===== src/rtl/instr_fetch_if.sv =====
// Fetch-unit bundle: control requests, instruction-memory read port and fetch results.
// The fetch unit takes the master modport; the control unit and memory side take slave.
interface instr_fetch_if;
   logic        fetch_start;
   logic        pc_load;
   logic [63:0] pc_target;
   logic        mem_rd;
   logic [63:0] mem_addr;
   logic        mem_ready;
   logic [31:0] mem_rdata;
   logic [31:0] Instr31_0;
   logic [6:0]  opcode;
   logic [63:0] pc;
   logic        instr_valid;
   logic        busy;
   logic        fetch_err;

   modport master (
      input  fetch_start, pc_load, pc_target, mem_ready, mem_rdata,
      output mem_rd, mem_addr, Instr31_0, opcode, pc, instr_valid, busy, fetch_err
   );

   modport slave (
      output fetch_start, pc_load, pc_target, mem_ready, mem_rdata,
      input  mem_rd, mem_addr, Instr31_0, opcode, pc, instr_valid, busy, fetch_err
   );
endinterface


===== src/rtl/instr_fetch.sv =====
// Instruction fetch unit: holds the PC, issues one aligned 32-bit read per fetch_start,
// latches the returned word into the instruction register and advances the PC by 4.
// Misaligned fetches and memory timeouts park the unit in a sticky error state.
module instr_fetch #(
   parameter logic [63:0] RESET_PC = 64'h0,
   parameter int unsigned TIMEOUT  = 15
) (
   input logic            clock,
   input logic            reset,
   instr_fetch_if.master  bus
);

   typedef enum logic [1:0] {StIdle, StFetch, StDone, StErr} state_e;

   // Counter value during the last FETCH cycle allowed before timing out.
   localparam logic [7:0] LastCnt = 8'(TIMEOUT - 1);

   state_e      state_q;
   logic [63:0] pc_q;
   logic [31:0] ir_q;
   logic [7:0]  cnt_q;
   logic        mem_rd_q;
   logic        instr_valid_q;
   logic        busy_q;
   logic        fetch_err_q;
   logic [63:0] eff_pc;

   // A redirect in the same cycle as fetch_start wins: the fetch uses pc_target.
   always_comb eff_pc = bus.pc_load ? bus.pc_target : pc_q;

   // FSM with outputs registered alongside the state they belong to.
   always_ff @(posedge clock) begin
      if (reset) begin
         state_q       <= StIdle;
         pc_q          <= RESET_PC;
         ir_q          <= '0;
         cnt_q         <= '0;
         mem_rd_q      <= 1'b0;
         instr_valid_q <= 1'b0;
         busy_q        <= 1'b0;
         fetch_err_q   <= 1'b0;
      end else begin
         unique case (state_q)
            StIdle: begin
               if (bus.pc_load) pc_q <= bus.pc_target;
               if (bus.fetch_start) begin
                  cnt_q  <= '0;
                  busy_q <= 1'b1;
                  if (eff_pc[1:0] != 2'b00) begin
                     state_q     <= StErr;
                     fetch_err_q <= 1'b1;
                  end else begin
                     state_q  <= StFetch;
                     mem_rd_q <= 1'b1;
                  end
               end
            end
            StFetch: begin
               if (bus.mem_ready) begin
                  ir_q          <= bus.mem_rdata;
                  pc_q          <= pc_q + 64'd4;
                  state_q       <= StDone;
                  mem_rd_q      <= 1'b0;
                  instr_valid_q <= 1'b1;
               end else if (cnt_q == LastCnt) begin
                  state_q     <= StErr;
                  mem_rd_q    <= 1'b0;
                  fetch_err_q <= 1'b1;
               end else begin
                  cnt_q <= cnt_q + 8'd1;
               end
            end
            StDone: begin
               state_q       <= StIdle;
               instr_valid_q <= 1'b0;
               busy_q        <= 1'b0;
            end
            StErr: begin
               state_q <= StErr;
            end
         endcase
      end
   end

   assign bus.mem_rd      = mem_rd_q;
   assign bus.mem_addr    = pc_q;
   assign bus.Instr31_0   = ir_q;
   assign bus.opcode      = ir_q[6:0];
   assign bus.pc          = pc_q;
   assign bus.instr_valid = instr_valid_q;
   assign bus.busy        = busy_q;
   assign bus.fetch_err   = fetch_err_q;

endmodule


===== src/flat_wrapper.sv =====
// flat-port wrapper written by rule: the top's interface ports become plain ports
module instr_fetch_flat 
#(
   parameter logic [63:0] RESET_PC = 64'h0,
   parameter int unsigned TIMEOUT  = 15
)
  (clock, reset, bus_fetch_start, bus_pc_load, bus_pc_target, bus_mem_ready, bus_mem_rdata, bus_mem_rd, bus_mem_addr, bus_Instr31_0, bus_opcode, bus_pc, bus_instr_valid, bus_busy, bus_fetch_err);
  instr_fetch_if bus_i ();
  input logic clock;
  input logic reset;
  input wire logic [$bits(bus_i.fetch_start)-1:0] bus_fetch_start;
  input wire logic [$bits(bus_i.pc_load)-1:0] bus_pc_load;
  input wire logic [$bits(bus_i.pc_target)-1:0] bus_pc_target;
  input wire logic [$bits(bus_i.mem_ready)-1:0] bus_mem_ready;
  input wire logic [$bits(bus_i.mem_rdata)-1:0] bus_mem_rdata;
  output wire logic [$bits(bus_i.mem_rd)-1:0] bus_mem_rd;
  output wire logic [$bits(bus_i.mem_addr)-1:0] bus_mem_addr;
  output wire logic [$bits(bus_i.Instr31_0)-1:0] bus_Instr31_0;
  output wire logic [$bits(bus_i.opcode)-1:0] bus_opcode;
  output wire logic [$bits(bus_i.pc)-1:0] bus_pc;
  output wire logic [$bits(bus_i.instr_valid)-1:0] bus_instr_valid;
  output wire logic [$bits(bus_i.busy)-1:0] bus_busy;
  output wire logic [$bits(bus_i.fetch_err)-1:0] bus_fetch_err;
  assign bus_i.fetch_start = bus_fetch_start;
  assign bus_i.pc_load = bus_pc_load;
  assign bus_i.pc_target = bus_pc_target;
  assign bus_i.mem_ready = bus_mem_ready;
  assign bus_i.mem_rdata = bus_mem_rdata;
  assign bus_mem_rd = bus_i.mem_rd;
  assign bus_mem_addr = bus_i.mem_addr;
  assign bus_Instr31_0 = bus_i.Instr31_0;
  assign bus_opcode = bus_i.opcode;
  assign bus_pc = bus_i.pc;
  assign bus_instr_valid = bus_i.instr_valid;
  assign bus_busy = bus_i.busy;
  assign bus_fetch_err = bus_i.fetch_err;
  instr_fetch #(.RESET_PC(RESET_PC), .TIMEOUT(TIMEOUT)) u_core (.clock(clock), .reset(reset), .bus(bus_i));
endmodule

===== config.mk =====
export PLATFORM = sky130hd
export DESIGN_NAME = instr_fetch_flat
export DESIGN_NICKNAME = d
export VERILOG_FILES = /design/src/rtl/instr_fetch_if.sv /design/src/rtl/instr_fetch.sv /design/src/flat_wrapper.sv
export SDC_FILE = /design/constraint.sdc
export NUM_CORES = 1
export LEC_CHECK = 0
export CAP_MARGIN = 10
export CORE_ASPECT_RATIO = 0.5
export CORE_MARGIN = 3
export CORE_UTILIZATION = 44
export DETAILED_ROUTE_END_ITERATION = 10
export PLACE_DENSITY = 0.86
export SETUP_SLACK_MARGIN = 0.05
export SYNTH_ARGS = -nofsm -noshare
export SYNTH_HDL_FRONTEND = slang
export SYNTH_SLANG_ARGS = --single-unit

===== constraint.sdc =====
create_clock -name clock -period 2.8 [get_ports clock]
set_clock_uncertainty 0.05 [all_clocks]
set_input_delay 0.28 -clock clock [delete_from_list [all_inputs] [get_ports clock]]
set_output_delay 0.28 -clock clock [all_outputs]
set_load 0.02 [all_outputs]

==> results of run 1 <==
==> synth_stat cells, types with 9 or more instances <==
master	count	share of area
and4_1	9	0.012
nand3_1	35	0.027
and3_1	22	0.021
nor2_1	70	0.040
o31ai_1	11	0.013
a22oi_1	17	0.020
nor3_1	20	0.015
o21ai_0	36	0.028
mux2i_1	12	0.018
dfxtp_1	110	0.34
inv_1	14	0.0080
buf_4	71	0.082
a21oi_1	96	0.073
nand2_1	136	0.078
nor4_1	14	0.013
o22ai_1	17	0.016
clkbuf_1	43	0.025
nand4_1	26	0.025
a31oi_1	14	0.013
==> registers in the layout, summed over array words and instances (netlist names) <==
register	count
u_core.bus.Instr31_0	32
u_core.bus.busy	1
u_core.bus.fetch_err	1
u_core.bus.mem_rd	1
u_core.bus.mem_addr	64
u_core.cnt_q	8
u_core.state_q	2
u_core.bus.instr_valid	1
==> layer usage <==
layer / share of wire / GRT usage
met1: 0.40 / 0.3503
met2: 0.47 / 0.4515
met3: 0.11 / 0.08106
met4: 0.022 / 0.08161
met5: 0 / 0
==> kinds of logic after synthesis <==
family / Yosys count / share of synthesized area
compound gates: 237 / 0.2214
buf+inv: 138 / 0.1211
fa+ha+maj: 3 / 0.005742
simple gates: 374 / 0.2884
flops: 110 / 0.3368
xor+xnor: 6 / 0.008038
mux: 12 / 0.01837
==> layout by cell type (no fill, tap or decap), types with 4 or more instances in the layout <==
master,n
mux2i_1,12
nand4_1,26
nand2_1,136
and2_1,6
o31ai_1,11
nor3_1,20
xor2_1,5
dfxtp_1,110
clkdlybuf4s50_1,270
inv_1,14
a211oi_1,4
a221oi_1,5
a31oi_1,14
nand2b_1,5
and4_1,9
buf_4,26
a21oi_1,95
nand3_1,35
or3_1,4
clkbuf_16,9
nor2_1,68
or4_1,7
a22oi_1,17
and3_1,22
o22ai_1,17
o211ai_1,5
nor4_1,14
o21ai_0,36
==> where the power goes <==
| part | internal (uW) | switching, uW |
|---|---|---|
| Combinational | 600 | 694 |
| Sequential | 1660 | 154 |
| Clock | 644 | 693 |
| Total | 2910 | 1540 |
==> final cells by class <==
type,count,share of cell area
Clock buffer,9,0.02414
Multi-Input combinational cell,632,0.3818
Inverter,14,0.005634
Clock inverter,7,0.009524
Timing Repair Buffer,299,0.3171
Tap cell,192,0.02575
Sequential cell,110,0.2361
==> stage by stage <==
step,cell area (sq um),instances
2_1_floorplan,6538,880
3_3_place_gp,9014,1247
3_5_place_dp,9014,1247
4_1_cts,9328,1263
5_1_grt,9328,1263
6_report,9328,1263
==> worst max-delay path, delay by kind of cell (launching register included) <==
family | cells | cell delay [ns]
AO/OA/AOI/OAI | 1 | 0.35
adder cells (fa/ha/maj) | 1 | 0.26
AND/OR/NAND/NOR | 4 | 1.33
flip-flops | 1 | 0.45
==> worst max path at each step <==
| stage | to | slack, ns |
|---|---|---|
| global route | u_core.bus.mem_addr[54] | 0.13 |
| global placement | u_core.bus.mem_addr[54] | 0.42 |
| finish | u_core.bus.mem_addr[54] | 0.25 |
| CTS | u_core.bus.mem_addr[54] | 0.29 |
| floorplan | u_core.bus.mem_addr[54] | 0.41 |
| detailed placement | u_core.bus.mem_addr[54] | 0.31 |
==> flow_metrics.env, run 1 <==
export IMPL_outcome="finished, final reports clean"
export IMPL_hold_depth=3
export IMPL_synth_async_reset_ratio=0
export IMPL_grt_ovfl_total=0
export IMPL_cts_sinks=110
export IMPL_cts_setup_buffers=0
export IMPL_placementRows=30
export IMPL_period_share=0.9123
export IMPL_die_y_microns=92.19
export IMPL_diodes=0
export IMPL_worst_ep_required_time_ns=2.99
export IMPL_clock_fmax_ghz=0.3915
export IMPL_cts_root_buf="clkbuf_16"
export IMPL_dieWidth_microns=178.4
export IMPL_hold_ws_ns=0.3816
export IMPL_htree_num_levels=3
export IMPL_syn_num_nets=984
export IMPL_path_cells="ha_1, nand4_1, nor4_4, nand3_2, or3_1, a311o_1"
export IMPL_antenna_found_initial=0
export IMPL_drt_iter0_markers=852
export IMPL_synth_seq_cells=110
export IMPL_r2r_end="u_core.bus.mem_addr[54]"
export IMPL_pre_cts_ws_ns=0.3085
export IMPL_start_util=0.4657
export IMPL_worstSetupPathType="reg -> reg"
export IMPL_finalWorstSetupSlack_ns=0.2455
export IMPL_slowest_delay_ns=0.45
export IMPL_crit_fanout=7
export IMPL_dr_pass1_iters=6
export IMPL_register_area_sq_um=2202
export IMPL_multi_input_area_sq_um=3561
export IMPL_ioPinCount=272
export IMPL_grt_max_degree=102
export IMPL_numCtsBuffers=9
export IMPL_setup_viol=0
export IMPL_min_path_type="in -> reg"
export IMPL_fin_nets=1170
export IMPL_layout_drive_gt1_share=0.05882
export IMPL_power_density_nw_per_um2=477.0
export IMPL_hpwl_mm=16.93
export IMPL_dieArea_sq_um=16450
export IMPL_syn_instance_count=880
export IMPL_grt_pass1_vias=7105
export IMPL_hold_viol=0
export IMPL_whs_endpoint="u_core.bus.mem_addr[43]"
export IMPL_startpoint="u_core.bus.mem_addr[3]"
export IMPL_ir_drop_v=0.0003389
export IMPL_cts_hold_buf=0
export IMPL_core_area_sq_um=14040
export IMPL_max_cap_violations=0
export IMPL_vias_per_cell=5.934
export IMPL_postCtsResizedCells=0
export IMPL_antenna_left=0
export IMPL_r2r_cells=6
export IMPL_clk_pin_slew_ns=0.08
export IMPL_r2r_setup_slack_ns=0.25
export IMPL_wire_per_inst_microns=18.56
export IMPL_synth_flop_cell="dfxtp_1"
export IMPL_min_period_ns=2.554
export IMPL_insertion_delay_ns=0.35
export IMPL_drc=0
export IMPL_fin_util=0.6644
export IMPL_rsz0062_at_grt="false"
export IMPL_relSlewSlack=0.4535
export IMPL_tns_ns=0
export IMPL_tightestPinTransition_ns=0.8168
export IMPL_fin_total_pwr_uw=4450
export IMPL_vias=7495
export IMPL_p_leak_uw=0.003174
export IMPL_synthDistinctLibCells=60
export IMPL_cp_slowest_cell="dfxtp_1"
export IMPL_port_buffers=271
export IMPL_gp_congestion=0.9191
export IMPL_yosysSeqAreaShare=0.3368
export IMPL_clk_path_buf_depth=2
export IMPL_fill_cells=1216
export IMPL_synth_area_sq_um=6538
export IMPL_cp_data_arrival_time_ns=2.75
export IMPL_routed_wl_mm=23.44
export IMPL_area_delta_synth_final_pct=42.68
export IMPL_slew_viol_final=0
export IMPL_rr_startpoint="u_core.bus.mem_addr[3]"
export IMPL_cp_end_kind="flop"
export IMPL_grt_pass1_wl_mm=36.97
export IMPL_hold_start="reset"
export IMPL_yosys_warnings=0
export IMPL_critPathLaunchType="flop"
export IMPL_avgSynthCellArea_sq_um=7.429
export IMPL_grtUsageTotal=0.2753
export IMPL_cts_tree="done"
export IMPL_synth_edf_count=0
Power figures use the tool's default switching activity.
==> run 2, diff against run 1 <==
--- a/config.mk
+++ b/config.mk
@@ -7,11 +7,11 @@
 export LEC_CHECK = 0
 export CAP_MARGIN = 10
 export CORE_ASPECT_RATIO = 0.5
-export CORE_MARGIN = 3
-export CORE_UTILIZATION = 44
+export CORE_MARGIN = 2
+export CORE_UTILIZATION = 50
 export DETAILED_ROUTE_END_ITERATION = 10
-export PLACE_DENSITY = 0.86
-export SETUP_SLACK_MARGIN = 0.05
+export DONT_BUFFER_PORTS = 1
+export PLACE_DENSITY = 0.69
 export SYNTH_ARGS = -nofsm -noshare
 export SYNTH_HDL_FRONTEND = slang
 export SYNTH_SLANG_ARGS = --single-unit
==> run 2 against run 1 <==
Clock power fell by 6%; sequential cell count unchanged; cell count fell by 19%; design area shrank 25%; register-to-register slack about the same; count of clock-buffer cells in the layout is the same; global-route usage rose by 1.5 points; first-iteration DRC count fell by 20%; critical path type unchanged.
==> flow_metrics.env, run 2 (synthesized netlist as in run 1, its figures left out) <==
export IMPL_antenna_left=0
export IMPL_antenna_found_initial=1
export IMPL_tightestPinTransition_ns=0.6759
export IMPL_crit_fanout=8
export IMPL_grtUsageTotal=0.2900
export IMPL_cts_root_buf="clkbuf_16"
export IMPL_setup_viol=0
export IMPL_max_cap_violations=0
export IMPL_wire_per_inst_microns=20.83
export IMPL_fin_nets=950
export IMPL_relSlewSlack=0.5494
export IMPL_hold_viol=0
export IMPL_ir_drop_v=0.0003613
export IMPL_period_share=0.9081
export IMPL_cts_setup_buffers=0
export IMPL_clk_pin_slew_ns=0.08
export IMPL_final_common_cell="nand2_1"
export IMPL_vias=6646
export IMPL_worstSetupPathType="reg -> reg"
export IMPL_min_period_ns=2.543
export IMPL_cts_hold_buf=3
export IMPL_layout_drive_gt1_share=0.1235
export IMPL_postCtsResizedCells=0
export IMPL_p_int_uw=2565
export IMPL_comb_power_share=0.230
export IMPL_cp_end_kind="flop"
export IMPL_critPathLaunchType="flop"
export IMPL_cp_data_arrival_time_ns=2.73
export IMPL_grt_pass1_vias=6197
export IMPL_port_buffers=0
export IMPL_dpl_instance_area_sq_um=6586
export IMPL_fin_util=0.5488
export IMPL_rsz0062_at_grt="false"
export IMPL_swShare=0.3569
export IMPL_die_y_microns=84.86
export IMPL_gp_congestion=0.9530
export IMPL_seq_power_share=0.454
export IMPL_drc=0
export IMPL_tns_ns=0
export IMPL_final_cells=1021
export IMPL_drt_iter0_markers=684
export IMPL_placementRows=29
export IMPL_worst_ep_required_time_ns=2.99
export IMPL_p_leak_uw=0.002438
export IMPL_outcome="finished, final reports clean"
export IMPL_ioPinCount=272
export IMPL_clock_power_share=0.316
export IMPL_htree_num_levels=3
export IMPL_fin_area_sq_um=6969
export IMPL_dieWidth_microns=165.7
export IMPL_clk_path_buf_depth=2
export IMPL_dp_cells=997
export IMPL_min_path_type="in -> reg"
export IMPL_mostFrequentLayoutCells="nand2_1 (136), dfxtp_1 (110), a21oi_1 (95)"
export IMPL_start_util=0.5148
export IMPL_insertion_delay_ns=0.35
export IMPL_cts_sinks=110
export IMPL_numCtsBuffers=9
export IMPL_largest_register_ff_count=64
export IMPL_fin_total_pwr_uw=3988
export IMPL_power_density_nw_per_um2=572.2
export IMPL_grt_ovfl_total=0
export IMPL_routed_wl_mm=21.27
export IMPL_core_area_sq_um=12700
export IMPL_grt_pass1_wl_mm=33.02
export IMPL_slew_viol_final=0
export IMPL_dr_pass1_iters=5
export IMPL_area_delta_synth_final_pct=6.603
export IMPL_power_switching_uw=1423
export IMPL_cts_tree="done"
export IMPL_clock_fmax_ghz=0.3933
export IMPL_vias_per_cell=6.509
export IMPL_grt_max_degree=85
export IMPL_dieArea_sq_um=14060
export IMPL_hpwl_mm=14.69
[run 2: changes by cell type in the layout (fill, tap and decap cells not counted), sizes merged]
cell and delta:
diode +1, clkinv -3, clkdlybuf4s50 -270, buf +43, clkinvlp +2, dlygate4sd3 +7
[run 2: worst max-delay path, cell delays in order (launching register included)]
cell and delay (ns):
dfxtp_1 0.35, ha_1 0.21, nand4_1 0.22, nor4_4 0.53, nand3_2 0.27, or3_1 0.44, a311o_1 0.35
[run 2: worst paths after layout]
check,from,end,slack [ns],cells past startpoint
max,u_core.bus.mem_addr[2],u_core.bus.mem_addr[54],0.26,6
min,bus_mem_rdata[11],u_core.bus.Instr31_0[11],0.007,2
max reg2reg,u_core.bus.mem_addr[2],u_core.bus.mem_addr[54],0.26,6
min reg2reg,u_core.cnt_q[0],u_core.cnt_q[0],0.46,1
[run 2: area by class of cell]
cell class                 count  area [sq um]
clock buffer                   9         225.2
multi-input combinational    632          3561
inverter                      14         52.55
timing repair buffer          79         655.6
fill                        1225          5731
tap                          170         212.7
sequential                   110          2202
clock inverter                 6         57.56
antenna                        1         2.502
[run 2: metal layers]
metal | track usage | wire [microns] | vias up
li1 | - | - | 3052
met2 | 0.4817 | 9690 | 388
met5 | 0 | 0 | -
met4 | 0.07905 | 409 | 0
met1 | 0.3725 | 8852 | 3171
met3 | 0.08535 | 2319 | 35
[run 2: stage by stage]
stage / hold WS [ns] / worst slack, ns
after detailed placement: 0.3142 / 0.3395
after floorplan: 0.3660 / 0.4055
after CTS: 0.0001096 / 0.3054
after global placement: 0.3108 / 0.4301
after global routing: 0.0003630 / 0.1009
final: 0.007090 / 0.2572
[run 2: power groups by stage]
stage / logic, uW / registers [uW] / clock network [uW]
2_1_floorplan: 617 / 1930 / 0
3_3_place_gp: 861 / 1840 / 0
3_5_place_dp: 873 / 1840 / 0
4_1_cts: 904 / 1810 / 1280
5_1_grt: 986 / 1820 / 1340
6_report: 918 / 1810 / 1260
==> run 3, diff against run 2 <==
--- a/config.mk
+++ b/config.mk
@@ -8,10 +8,10 @@
 export CAP_MARGIN = 10
 export CORE_ASPECT_RATIO = 0.5
 export CORE_MARGIN = 2
-export CORE_UTILIZATION = 50
+export CORE_UTILIZATION = 55
 export DETAILED_ROUTE_END_ITERATION = 10
 export DONT_BUFFER_PORTS = 1
-export PLACE_DENSITY = 0.69
+export PLACE_DENSITY = 0.74
 export SYNTH_ARGS = -nofsm -noshare
 export SYNTH_HDL_FRONTEND = slang
 export SYNTH_SLANG_ARGS = --single-unit
==> run 3 against run 2 <==
The flow now finishes with violations (hold timing); first-iteration DRC count down 2.2%; count of clock-buffer cells in the layout rose by 1; global-route usage rose by 3.2 points; setup slack worse by 0.0085 ns; sequential power hardly changed; sequential share of layout area decreased by 0.61 points; critical endpoint is now u_core.bus.mem_addr[47].
==> flow_metrics.env, run 3 (synthesized netlist as in run 1, its figures left out) <==
export IMPL_core_area_sq_um=11700
export IMPL_hold_viol=1
export IMPL_r2r_setup_slack_ns=0.25
export IMPL_clock_power_share=0.324
export IMPL_register_area_sq_um=2202
export IMPL_slew_viol_final=0
export IMPL_critPathLaunchType="flop"
export IMPL_largest_register_ff_count=64
export IMPL_dieArea_sq_um=12830
export IMPL_swShare=0.3562
export IMPL_tightestPinTransition_ns=0.8054
export IMPL_port_buffers=0
export IMPL_hold_start="bus_mem_rdata[20]"
export IMPL_power_switching_uw=1445
export IMPL_vias_per_cell=6.553
export IMPL_fin_util=0.6074
export IMPL_numCtsBuffers=9
export IMPL_placementRows=28
export IMPL_die_y_microns=81.09
export IMPL_hold_ws_ns=-0.0001301
export IMPL_cts_sinks=110
export IMPL_crit_family="simple AND/OR/NAND/NOR gates"
export IMPL_drc=0
export IMPL_rr_startpoint="u_core.bus.mem_addr[4]"
export IMPL_seq_power_share=0.446
export IMPL_slowest_delay_ns=0.52
export IMPL_cp_data_arrival_time_ns=2.78
export IMPL_p_int_uw=2612
export IMPL_clock_fmax_ghz=0.3920
export IMPL_grt_pass1_wl_mm=32.40
export IMPL_max_cap_violations=0
export IMPL_insertion_delay_ns=0.36
export IMPL_routed_wl_mm=21.28
export IMPL_power_density_nw_per_um2=570.9
export IMPL_rsz0062_at_grt="false"
export IMPL_relSlewSlack=0.4631
export IMPL_min_path_type="in -> reg"
export IMPL_grtUsageTotal=0.3218
export IMPL_clk_path_buf_depth=2
export IMPL_cts_tree="done"
export IMPL_ir_drop_v=0.0003449
export IMPL_min_period_ns=2.551
export IMPL_multi_input_area_sq_um=3561
export IMPL_period_share=0.9112
export IMPL_start_util=0.5587
export IMPL_worst_ep_required_time_ns=3.03
export IMPL_diodes=0
export IMPL_comb_power_share=0.230
export IMPL_crit_fanout=9
export IMPL_grt_pass1_vias=6215
export IMPL_layout_drive_gt1_share=0.1279
export IMPL_startpoint="u_core.bus.mem_addr[4]"
export IMPL_cp_slowest_cell="and4_1"
export IMPL_fill_cells=1079
export IMPL_crit_top_cell="and4_1"
export IMPL_hpwl_mm=14.39
export IMPL_antenna_left=0
export IMPL_wire_per_inst_microns=20.60
export IMPL_area_delta_synth_final_pct=8.708
export IMPL_gp_congestion=0.9381
export IMPL_drt_iter0_markers=669
export IMPL_cp_end_kind="flop"
export IMPL_violations="hold timing"
export IMPL_p_leak_uw=0.002520
export IMPL_setup_viol=0
export IMPL_final_common_cell="nand2_1"
export IMPL_mostFrequentLayoutCells="nand2_1 (136), dfxtp_1 (110), a21oi_1 (95)"
export IMPL_vias=6769
export IMPL_tns_ns=0
export IMPL_fin_nets=967
export IMPL_cts_root_buf="clkbuf_16"
export IMPL_path_buf_inv=0
export IMPL_path_cells="and4_1, and4_1, nand3_2, or2_0, or4_1, a31oi_1"
export IMPL_fin_total_pwr_uw=4057
export IMPL_antenna_found_initial=0
export IMPL_worstSetupPathType="reg -> reg"
export IMPL_ioPinCount=272
export IMPL_clk_pin_slew_ns=0.08
export IMPL_htree_num_levels=3
export IMPL_grt_max_degree=92
export IMPL_dieWidth_microns=158.2
export IMPL_grt_ovfl_total=0
export IMPL_dr_pass1_iters=5
export IMPL_outcome="finished, violations left"
run 3: worst register-to-register path, cell delays in order, from the launching register on:
cell	delay [ns]
dfxtp_1	0.45
and4_1	0.29
and4_1	0.52
nand3_2	0.28
or2_0	0.29
or4_1	0.41
a31oi_1	0.18
run 3: power groups by stage:
| stage | clock network [uW] | registers, uW | logic (uW) |
|---|---|---|---|
| after global placement | 0 | 1840 | 854 |
| after detailed placement | 0 | 1840 | 867 |
| after floorplan | 0 | 1930 | 617 |
| after global routing | 1390 | 1820 | 1010 |
| after CTS | 1330 | 1810 | 914 |
| final | 1320 | 1810 | 933 |
run 3: cell type report:
| type | instances | share of cell area |
|---|---|---|
| inverter | 14 | 0.007394 |
| timing repair buffer | 96 | 0.1109 |
| tap | 165 | 0.02905 |
| multi-input combinational | 632 | 0.5011 |
| sequential | 110 | 0.3099 |
| clock buffer | 10 | 0.03363 |
| clock inverter | 6 | 0.008099 |
run 3: path summary, 6_finish.rpt:
path,end,cells after the start
min reg2reg,u_core.cnt_q[1],2
max,u_core.bus.mem_addr[47],6
max reg2reg,u_core.bus.mem_addr[47],6
min,u_core.bus.Instr31_0[20],2
run 3: metrics by stage:
step                      setup slack [ns]  std cells  instance area, sq um  hold slack, ns
after floorplan                     0.4055        880                  6538          0.3660
after global placement              0.3376        996                  6585          0.3102
after detailed placement            0.2393        996                  6585          0.3116
after CTS                           0.2192       1028                  7059       0.0004841
after global routing                0.1055       1033                  7107        0.002861
final                               0.2488       1033                  7107      -0.0001301
run 3: what timing repair did:
action | CTS | global route
hold endpoints to repair | 91 | 4
resized for setup | 0 | 0
setup buffers | 0 | 1
hold buffers | 16 | 4
setup endpoints to repair | 0 | 1
run 3: metal layers:
metal | global-route usage | vias to the layer above | routed length (microns)
li1 | - | 3085 | -
met1 | 0.4071 | 3195 | 8611
met2 | 0.5091 | 429 | 9574
met3 | 0.1185 | 60 | 2507
met4 | 0.1153 | 0 | 583
met5 | 0 | - | 0
